<file path="src/rtl/sipo_deserializer.sv">
// sipo_deserializer: collects serial bits into DATA_WIDTH-bit words and hands
// each finished word to a consumer through a one-entry holding register with a
// valid/ready handshake. A word that finishes while the holding register is
// still occupied and not being read is dropped, and the sticky overrun flag is
// raised.
module sipo_deserializer #(
  parameter int DATA_WIDTH = 32,
  parameter bit MSB_FIRST  = 1'b1
) (
  input  logic                          clk,
  input  logic                          reset,
  input  logic                          serial_in,
  input  logic                          serial_valid,
  input  logic                          clear,
  input  logic                          out_ready,
  output logic [DATA_WIDTH-1:0]         parallel_out,
  output logic                          out_valid,
  output logic [$clog2(DATA_WIDTH)-1:0] bit_count,
  output logic                          overrun
);

  localparam int CW = $clog2(DATA_WIDTH);
  localparam logic [CW-1:0] LAST_COUNT = CW'(DATA_WIDTH - 1);

  // COLLECT while more than one bit is still missing; LAST when the next
  // sampled bit finishes the word. The state is a decode of the bit counter,
  // so the counter register doubles as the state register.
  typedef enum logic {
    COLLECT = 1'b0,
    LAST    = 1'b1
  } state_e;

  state_e                state;
  logic [DATA_WIDTH-1:0] shiftReg_q, shiftReg_d;
  logic [DATA_WIDTH-1:0] holdReg_q, holdReg_d;
  logic [DATA_WIDTH-1:0] shiftedWord;
  logic [CW-1:0]         bitCount_q, bitCount_d;
  logic                  outValid_q, outValid_d;
  logic                  overrun_q, overrun_d;
  logic                  sampleBit;
  logic                  wordDone;
  logic                  loadWord;

  // State register: every storage element; reset clears the partial word too.
  always_ff @(posedge clk or posedge reset) begin
    if (reset) begin
      shiftReg_q <= '0;
      holdReg_q  <= '0;
      bitCount_q <= '0;
      outValid_q <= 1'b0;
      overrun_q  <= 1'b0;
    end else begin
      shiftReg_q <= shiftReg_d;
      holdReg_q  <= holdReg_d;
      bitCount_q <= bitCount_d;
      outValid_q <= outValid_d;
      overrun_q  <= overrun_d;
    end
  end

  // Next-state logic: clear beats a simultaneous serial bit, and a finished
  // word goes to the holding register only if that register is free this edge.
  always_comb begin
    shiftReg_d = shiftReg_q;
    holdReg_d  = holdReg_q;
    bitCount_d = bitCount_q;
    outValid_d = outValid_q;
    overrun_d  = overrun_q;

    state     = (bitCount_q == LAST_COUNT) ? LAST : COLLECT;
    sampleBit = serial_valid && !clear;
    wordDone  = sampleBit && (state == LAST);
    loadWord  = wordDone && (!outValid_q || out_ready);

    if (MSB_FIRST) begin
      shiftedWord = {shiftReg_q[DATA_WIDTH-2:0], serial_in};
    end else begin
      shiftedWord = {serial_in, shiftReg_q[DATA_WIDTH-1:1]};
    end

    if (clear) begin
      shiftReg_d = '0;
      bitCount_d = '0;
      overrun_d  = 1'b0;
    end else if (sampleBit) begin
      shiftReg_d = shiftedWord;
      bitCount_d = wordDone ? '0 : bitCount_q + CW'(1);
    end

    if (loadWord) begin
      holdReg_d  = shiftedWord;
      outValid_d = 1'b1;
    end else if (outValid_q && out_ready) begin
      outValid_d = 1'b0;
    end

    if (wordDone && !loadWord) begin
      overrun_d = 1'b1;
    end
  end

  // Output logic: all outputs come straight from registers.
  always_comb begin
    parallel_out = holdReg_q;
    out_valid    = outValid_q;
    bit_count    = bitCount_q;
    overrun      = overrun_q;
  end

endmodule
</file>
<file path="config.mk">
export PLATFORM = sky130hd
export DESIGN_NAME = sipo_deserializer
export DESIGN_NICKNAME = d
export VERILOG_FILES = /design/src/rtl/sipo_deserializer.sv
export SDC_FILE = /design/constraint.sdc
export NUM_CORES = 1
export LEC_CHECK = 0
export ABC_AREA = 1
export BUFFER_PORTS_ARGS = -buffer_cell sky130_fd_sc_hd__buf_4
export CAP_MARGIN = 10
export CORE_ASPECT_RATIO = 0.6
export CORE_MARGIN = 2
export CORE_UTILIZATION = 55
export DETAILED_ROUTE_END_ITERATION = 16
export PLACE_DENSITY = 0.77
export SYNTH_ARGS = -nofsm -noshare
export SYNTH_HDL_FRONTEND = slang
export SYNTH_SLANG_ARGS = --single-unit
export TNS_END_PERCENT = 30
</file>
<file path="constraint.sdc">
create_clock -name clk -period 4.8 [get_ports clk]
set_input_delay 0.96 -clock clk [delete_from_list [all_inputs] [get_ports clk]]
set_output_delay 0.96 -clock clk [all_outputs]
set_load 0.05 [all_outputs]
</file>
* Word-level counts from Yosys, hierarchy flattened
Index checks and enable logic that the tools add are counted.
Operators by class: muxes and demuxes 10, reductions and logical operators 12, add/subtract/negate cells 1, eq/ne operators 1
Operator list (count):
- $mux W31 | 2
- $mux W5 | 3
- $reduce_bool A2 Y1 | 3
- $add A5 B1 Y5 const B | 1
- $eq A5 B5 Y1 const B | 1
- $logic_and A1 B1 Y1 | 5
- $mux W1 | 5
- $logic_not A1 Y1 | 3
- $logic_or A1 B1 Y1 | 1
Word-level totals: register bits 70, output and inout bits 39, bits of input ports 6, word-level logic and storage cells 29

* Logic depth before layout (Yosys ltp)
Gate-level depths: netlist of run 1.
word-level depth 7, gate-level depth with buffers 9, gate-level depth less buffers 8

* Least setup slack after synthesis of run 1
No wires, ideal clock.
path kind register to register, from reg bitCount_q[0], in the netlist bit_count[0], to reg holdReg_q[11], in the netlist parallel_out[11], clock period less this slack 1.875 ns, setup time 0.066 ns, arrival time 1.809 ns, required time 4.734 ns, buffers on the path 1, setup slack 2.925 ns, stages on the path, launching flop included 10, cells stage by stage dfrtp_1 > ha_1 > nand2_1 > nor2_1 > ha_1 > inv_1 > nor2_2 > buf_4 > nand3_1 > nand2_1
On the way: cells in the longest elaborated chain, start to end 4
RTL lines:
- start, declared | RTL line 37 | logic [CW-1:0] bitCount_q, bitCount_d;
- start signal, assigned | RTL line 55 | bitCount_q <= bitCount_d;
- $eq A5 B5 Y1 | RTL line 70 | state = (bitCount_q == LAST_COUNT) ? LAST : COLLECT;
- $mux W1 | RTL line 70
- $logic_and A1 B1 Y1 | RTL line 72 | wordDone = sampleBit && (state == LAST);
- $logic_and A1 B1 Y1 | RTL line 73 | loadWord = wordDone && (!outValid_q || out_ready);
- end signal, assigned | RTL line 54 | holdReg_q <= holdReg_d;
- end, declared | RTL line 35 | logic [DATA_WIDTH-1:0] holdReg_q, holdReg_d;
No other way between the ends. A chain may end at the register's enable or synchronous reset.

* Final worst setup path of run 1
from in clear, to reg holdReg_q[18], in the netlist parallel_out[18]
On the way: cells in the longest elaborated chain, start to end 4
RTL lines:
- start, declared | RTL line 14 | input logic clear,
- $logic_not A1 Y1 | RTL line 71 | sampleBit = serial_valid && !clear;
- $logic_and A1 B1 Y1 | RTL line 71
- $logic_and A1 B1 Y1 | RTL line 72
- $logic_and A1 B1 Y1 | RTL line 73
No other way between the ends.

==> impl_metrics.csv, run 1 <==
group,metric,value,unit
worst_setup_path,critPathArrivalTime,2930,ps
worst_setup_path,reg2reg_depth,8,
grt,antenna_found_initial,0,
route,wl_per_cell,13.6,um
finish,syn_to_final_growth,21.9,%
yosys,synth_area_leaders,"dfrtp_1, nand2_1, o22ai_1",
clock_tree,htree_num_levels,3,
route,drt_first_iter_violations,155,
clock_tree,cts_hold_buffers,0,
yosys,synth_cell_types,17,
sta,skew,9.78,ps
route,dr.pass1.iters,4,
sta,relSlewSlack,0.295,
clock_tree,clock-root-buffer,"clkbuf_8",
route,drc,0,
route,vias,2044,
sta,rsz0062_at_grt,"false",
grt,grt_max_degree,40,
sta,fmax,378,MHz
floorplanning,ios,45,
min_path,hold_class,"flip-flop to flip-flop",
sta,setup_viol,0,
yosys,syn-mean-instance-area,9.64,um2
sta,hold_viol_final,0,
clock_tree,cts_sinks,70,
yosys,ys_seq_elements,70,
floorplanning,rows,19,
finish,final_common_cell,"nand2_1",
finish,finalInstanceArea,3340,um2
clock_tree,post_cts_resized,0,
flow_run,maxCapViolCount,0,
yosys,syn_area,2740,um2
worst_setup_path,crit_path_max_fanout,32,
clock_tree,cts_setup_buffers,0,
yosys,syn-num-nets,292,
worst_setup_path,cp.required,5090,ps
route,routed_wirelength,5400,um
power,vdd_drop_max,0.000197,V
sta,tightestPinTransition,1060,ps
clock_tree,cts_tree,"built",
sta,drv_slew,0,
finish,num_antenna_cells,0,
clock_tree,path_clk_slew,70,ps
floorplanning,die_h,58.7,um
worst_setup_path,r2r_slack,2610,ps
power,power_leakage,0.00176,uW
min_path,hold-path-endpoint,"parallel_out[7]",
placement,port_buffers,44,
sta,period_share,0.551,
worst_setup_path,critPathCaptureType,"flip-flop",
route,postRouteAntennaNets,0,
clock_tree,numCtsBuffers,9,
clock_tree,clk_latency,350,ps
min_path,holdCritStartpoint,"parallel_out[7]",
route,viasPerCell,5.16,
grt,grt_pass1_vias,1956,
grt,grt_pass1_wl,9140,um
placement,hpwl,3360,um
clock_tree,cts_buffer_depth,2,
sta,period_needed,2650,ps
finish,drive_above_1_share,0.213,
finish,finalNetCount,336,
placement,gp_congestion,0.818,
sta,setup_tns,0,ps
floorplanning,die_w,95.1,um
worst_setup_path,start_kind,"input pin",
yosys,synth_top_cell_area_share,0.640,
floorplanning,design.core.area,4680,um2
yosys,yosysWarnings,0,
yosys,ys_seq_area_frac,0.640,
power,powerDensity,351,nW/um2
worst_setup_path,reg2reg_to,"parallel_out[18]",
finish,final_cell_mix,"nand2_1, dfrtp_1, buf_4, nand3_1, inv_1",
placement,place_area,3090,um2
worst_setup_path,worst_r2r_startpoint,"bit_count[0]",
grt,overflow,0,
grt,grt_usage,0.224,
floorplanning,die_area,5580,um2
run_status,status,"complete, no violations",
floorplanning,initial_core_util,0.585,
min_path,hold-path-cell-count,2,
worst_setup_path,worstSetupPathType,"input pin to flip-flop",
yosys,yosys.area.top_type,"dfrtp_1",
yosys,synthCells,284,
==> stage by stage <==
stage	total power, uW	hold slack, ps	worst slack, ps	utilization	std cells
floorplan	636	454	2070	-	284
global route	1220	509	1990	0.713	396
global placement	648	465	1890	0.660	379
finish	1170	485	2150	0.713	396
CTS	1190	489	2170	0.710	395
detailed placement	649	468	1840	0.660	379
==> registers in the layout (all words and copies together), names as in the netlist <==
signal / count
shiftReg_q: 31
overrun: 1
bit_count: 5
out_valid: 1
parallel_out: 32
==> synthesized netlist by cell type, drive strengths merged <==
library cell / instances
nor2: 5
o21ai: 5
inv: 37
buf: 12
nand3: 35
o22ai: 29
nand4: 1
nand2: 84
clkbuf: 3
ha: 2
dfrtp: 70
xnor2: 1
==> final cells by class <==
type | instances | area, um2
sequential | 70 | 1750
fill | 342 | 1350
multi-input combinational | 162 | 768
timing repair buffer | 48 | 368
clock buffer | 11 | 151
inverter | 37 | 139
clock inverter | 5 | 81.3
tap | 63 | 78.8
==> worst max-delay path, stage by stage <==
cell,delay [ps]
buf_4,130
inv_2,50
nand2_1,570
nor2_2,670
buf_4,340
nand3_1,120
nand2_1,80
==> per-layer routing <==
metal | up-vias | global-route usage | wire, um
met5 | - | 0 | 0
met4 | 0 | 0.0787 | 30
met3 | 6 | 0.0935 | 359
met2 | 60 | 0.328 | 2420
met1 | 972 | 0.307 | 2590
li1 | 1006 | - | -
==> kinds of logic (layout without fill, tap and decap cells) <==
logic type                 Yosys count  count (layout)  synth area share
AOI/OAI and AO/OA                   34              34            0.0754
and+or+nand+nor                    125             125             0.193
xor gates and xnor gates             1               1           0.00320
buffers and inverters               52             101            0.0795
adders and majority gates            2               2           0.00914
DFF                                 70              70             0.640
==> how the worst max path moves through the flow <==
stage / start / end / slack (ps) / cells past startpoint
floorplan: reset / bit_count[0] / 2070 / 1
global placement: out_ready / parallel_out[22] / 1890 / 7
detailed placement: clear / parallel_out[18] / 1840 / 7
CTS: out_ready / parallel_out[30] / 2170 / 7
global route: clear / parallel_out[30] / 1990 / 7
finish: clear / parallel_out[18] / 2150 / 7
==> report_power, final <==
part	switching [uW]	internal [uW]	leakage (uW)
Sequential	2.78	592	0.000976
Clock	214	321	0.000116
Combinational	31.8	9.62	0.000667
Total	249	923	0.00176
No activity file was read; power rests on OpenSTA's default activity.
==> inputs of run 2 (changes only) <==
- CORE_UTILIZATION: 55 -> 50
- PLACE_DENSITY: 0.77 -> 0.74
- clock period: 4.8 -> 2.2 ns (I/O delays scaled with it)
==> impl_metrics.csv, run 2 (synthesis gave the netlist of run 1 again) <==
group,metric,value,unit
clock_tree,clock-root-buffer,"clkbuf_8",
worst_setup_path,reg2reg_to,"parallel_out[18]",
route,viasPerCell,5.20,
route,wl_per_cell,13.7,um
floorplanning,die_h,61.3,um
sta,hold_viol_final,0,
worst_setup_path,worst_r2r_startpoint,"bit_count[1]",
grt,antenna_found_initial,0,
grt,grt_pass1_wl,9400,um
finish,regArea,1750,um2
finish,syn_to_final_growth,22.6,%
sta,period_needed,1700,ps
run_status,status,"complete, no violations",
placement,port_buffers,44,
sta,tightestPinTransition,522,ps
grt,grt_usage,0.204,
sta,period_share,0.774,
placement,place_area,3150,um2
finish,num_antenna_cells,0,
route,postRouteAntennaNets,0,
sta,rsz0062_at_grt,"false",
worst_setup_path,crit_path_max_fanout,20,
min_path,hold_class,"input pin to async pin",
worst_setup_path,r2r_slack,500,ps
sta,setup_viol,0,
route,dr.pass1.iters,4,
route,drc,0,
floorplanning,ios,45,
sta,skew,7.47,ps
clock_tree,path_clk_slew,70,ps
grt,grt_max_degree,71,
route,vias,2097,
finish,fillers,442,
worst_setup_path,reg2reg_depth,9,
clock_tree,htree_num_levels,3,
sta,drv_slew,0,
worst_setup_path,critPathArrivalTime,1980,ps
clock_tree,cts_buffer_depth,2,
sta,setup_tns,0,ps
placement,gp_congestion,0.785,
route,drt_first_iter_violations,141,
worst_setup_path,worstSetupPathType,"flip-flop to flip-flop",
finish,final_cell_mix,"nand2_1, dfrtp_1, buf_4, nand3_1, inv_1",
power,power_leakage,0.00177,uW
finish,largest_reg_flops,32,
floorplanning,die_area,6100,um2
power,powerDensity,732,nW/um2
finish,multiInputGateArea,768,um2
clock_tree,cts_setup_buffers,0,
floorplanning,rows,20,
floorplanning,die_w,99.5,um
finish,final_common_cell,"nand2_1",
clock_tree,post_cts_resized,0,
finish,finalInstanceArea,3360,um2
sta,fmax,588,MHz
floorplanning,initial_core_util,0.529,
placement,hpwl,3570,um
grt,grt_pass1_vias,2012,
clock_tree,clk_latency,340,ps
route,routed_wirelength,5510,um
worst_setup_path,start_kind,"flip-flop",
clock_tree,cts_hold_buffers,0,
floorplanning,design.core.area,5180,um2
finish,finalNetCount,340,
clock_tree,cts_tree,"built",
power,totalPowerFinal,2460,uW
finish,drive_above_1_share,0.223,
flow_run,maxCapViolCount,0,
grt,overflow,0,
clock_tree,cts_sinks,70,
worst_setup_path,cp.required,2480,ps
power,vdd_drop_max,0.000509,V
sta,hold_slack,183,ps
sta,relSlewSlack,0.651,
worst_setup_path,critPathCaptureType,"flip-flop",
clock_tree,numCtsBuffers,9,
## run 2: layout make-up
type / instances / area share
sequential: 70 / 0.522
multi-input combinational: 162 / 0.229
timing repair buffer: 52 / 0.120
clock buffer: 11 / 0.0451
inverter: 37 / 0.0425
tap: 66 / 0.0246
clock inverter: 5 / 0.0171
## run 2: metrics by stage
step                std cells  setup WS [ps]   util
floorplan                 284            325      -
global placement          387            577  0.608
detailed placement        387            497  0.608
CTS                       403            487  0.648
global route              403            309  0.648
finish                    403            498  0.648
## run 2: how the worst max path moves through the flow
stage	start	endpoint	slack [ps]	cells after the start
2_1_floorplan	bit_count[0]	parallel_out[11]	330	9
3_3_place_gp	bit_count[0]	parallel_out[6]	580	9
3_5_place_dp	bit_count[0]	parallel_out[18]	500	9
4_1_cts	bit_count[0]	parallel_out[4]	490	9
5_1_grt	bit_count[0]	parallel_out[10]	310	9
6_report	bit_count[1]	parallel_out[18]	500	9
## run 2: report_power, final
group | internal (uW) | switching (uW) | total (uW)
sequential | 1290 | 6.29 | 1300
clock | 585 | 476 | 1060
combinational | 26.0 | 71.4 | 97.4
total | 1900 | 553 | 2460
## run 2: layer usage
layer  GRT usage  part of all wire
met1       0.297              0.50
met2       0.282              0.43
met3      0.0760             0.060
met4      0.0783            0.0056
met5           0                 0
## run 2: critical path: stages, from the launching register on
cell     delay (ps)
dfrtp_1         420
ha_1            210
nand2_1          60
nor2_1           90
ha_1            210
inv_1            80
nor2_2          120
buf_4           260
nand3_1         110
nand2_1          80
==> inputs of run 3 (changes only) <==
- CORE_UTILIZATION: 50 -> 55
- PLACE_DENSITY: 0.74 -> 0.77
- clock period: 2.2 -> 1.57 ns (I/O delays scaled with it)
==> impl_metrics.csv, run 3 (synthesis gave the netlist of run 1 again) <==
group,metric,value,unit
worst_setup_path,crit_path_max_fanout,9,
sta,tightestPinTransition,509,ps
sta,fin_ws,12.6,ps
worst_setup_path,cp_slowest_stage_delay,360,ps
route,routed_wirelength,5950,um
clock_tree,path_clk_slew,70,ps
finish,syn_to_final_growth,28.9,%
power,power_leakage,0.00182,uW
route,wl_per_cell,14.6,um
grt,antenna_found_initial,0,
placement,gp_congestion,0.795,
min_path,hold_class,"input pin to flip-flop",
finish,regArea,1750,um2
power,totalPowerFinal,3470,uW
sta,relSlewSlack,0.660,
placement,port_buffers,44,
sta,hold_viol_final,0,
route,dr.pass1.iters,4,
worst_setup_path,worstSetupPathType,"flip-flop to flip-flop",
worst_setup_path,cp_slowest_cell,"dfrtp_1",
finish,largest_reg_flops,32,
grt,grt_pass1_wl,10000,um
worst_setup_path,cp.required,1850,ps
finish,fillers,345,
power,seqPwrFrac,0.523,
clock_tree,clock-root-buffer,"clkbuf_8",
worst_setup_path,critPathArrivalTime,1830,ps
worst_setup_path,cp_num_buf_inv,2,
placement,hpwl,3790,um
floorplanning,die_w,95.1,um
clock_tree,cts_tree,"built",
clock_tree,clk_latency,340,ps
grt,grt_pass1_vias,2098,
placement,pre_cts_ws,-26.5,ps
route,drt_first_iter_violations,187,
route,viasPerCell,5.19,
floorplanning,initial_core_util,0.585,
clock_tree,htree_num_levels,3,
finish,num_antenna_cells,0,
clock_tree,cts_sinks,70,
flow_run,maxCapViolCount,0,
route,postRouteAntennaNets,0,
worst_setup_path,cp_top_family,"simple AND/OR/NAND/NOR gates",
route,drc,0,
sta,fmax,642,MHz
sta,rsz0062_at_grt,"true",
finish,multiInputGateArea,826,um2
finish,final_common_cell,"nand2_1",
floorplanning,die_h,58.7,um
clock_tree,cts_buffer_depth,2,
power,vdd_drop_max,0.000645,V
clock_tree,numCtsBuffers,9,
finish,finalNetCount,349,
sta,drv_slew,0,
grt,grt_max_degree,33,
floorplanning,rows,19,
worst_setup_path,start_kind,"flip-flop",
power,p_comb_frac,0.046,
power,p_sw_frac,0.211,
grt,grt_usage,0.241,
power,clkPwrFrac,0.431,
finish,final_cell_mix,"nand2_1, dfrtp_1, buf_4, inv_1, o22ai_1",
power,p_sw,733,uW
floorplanning,design.core.area,4680,um2
grt,overflow,0,
worst_setup_path,critPathCaptureType,"flip-flop",
floorplanning,die_area,5580,um2
worst_setup_path,crit_chain,"ha_2 > nand2_1 > nor2_1 > ha_2 > inv_2 > nor2_4 > buf_6 > nand3_1 > nand2_1",
route,vias,2118,
power,p_int,2740,uW
worst_setup_path,r2r_slack,10,ps
sta,skew,6.28,ps
floorplanning,ios,45,
finish,drive_above_1_share,0.272,
run_status,status,"complete, no violations",
power,powerDensity,984,nW/um2
sta,setup_viol,0,
sta,period_share,0.992,
sta,period_needed,1560,ps
run 3: stage by stage:
step                      TNS (ps)  hold WS [ps]   util  instance area [um2]  instances
after floorplan              -9540           441      -                 2740        284
after global placement           0           318  0.685                 3210        389
after detailed placement     -92.6           322  0.685                 3210        389
after CTS                        0           207  0.736                 3450        406
after global routing         -1100           217  0.753                 3530        408
final                            0           225  0.753                 3530        408
run 3: layout make-up:
type / instances / share of cell area
well taps: 63 / 0.0223
clock buffers: 10 / 0.0362
flip-flops and latches: 70 / 0.496
repair buffers: 61 / 0.149
multi-input cells: 162 / 0.234
inverters: 37 / 0.0404
clock inverters: 5 / 0.0213
run 3: worst paths after layout:
kind | start | to | depth (start not counted)
max in group asynchronous | reset | parallel_out[4] | 4
min reg2reg | parallel_out[28] | parallel_out[28] | 2
min in group asynchronous | reset | parallel_out[26] | 3
max | bit_count[1] | parallel_out[19] | 9
max reg2reg | bit_count[1] | parallel_out[19] | 9
min | serial_in | parallel_out[0] | 3
run 3: per-layer routing:
metal	share of wire	routed length, um	vias up	global-route usage
met5	0	0	-	0
met4	0.0059	35	0	0.0621
met3	0.061	364	4	0.0794
met2	0.44	2630	66	0.350
met1	0.49	2930	1024	0.356
li1	-	-	1024	-
run 3: power by group through the flow:
stage                     combinational (uW)  clock, uW  sequential (uW)
final                                    159       1500             1820
after global routing                     177       1610             1820
after CTS                                160       1520             1820
after detailed placement                 157          0             1850
after global placement                   157          0             1850
after floorplan                         72.2          0             1870
run 3: worst min-delay path, stage by stage:
cell	delay, ps
buf_4	100
nand3_2	60
nand2_1	60
run 3: timing repair:
item,4_1_cts,5_1_grt
pin swaps,0,5
gates resized for setup,6,12
endpoints found under the setup margin,12,32
setup buffers,0,1
hold endpoints to repair,13,0
gates cloned,1,1
hold buffers,1,0
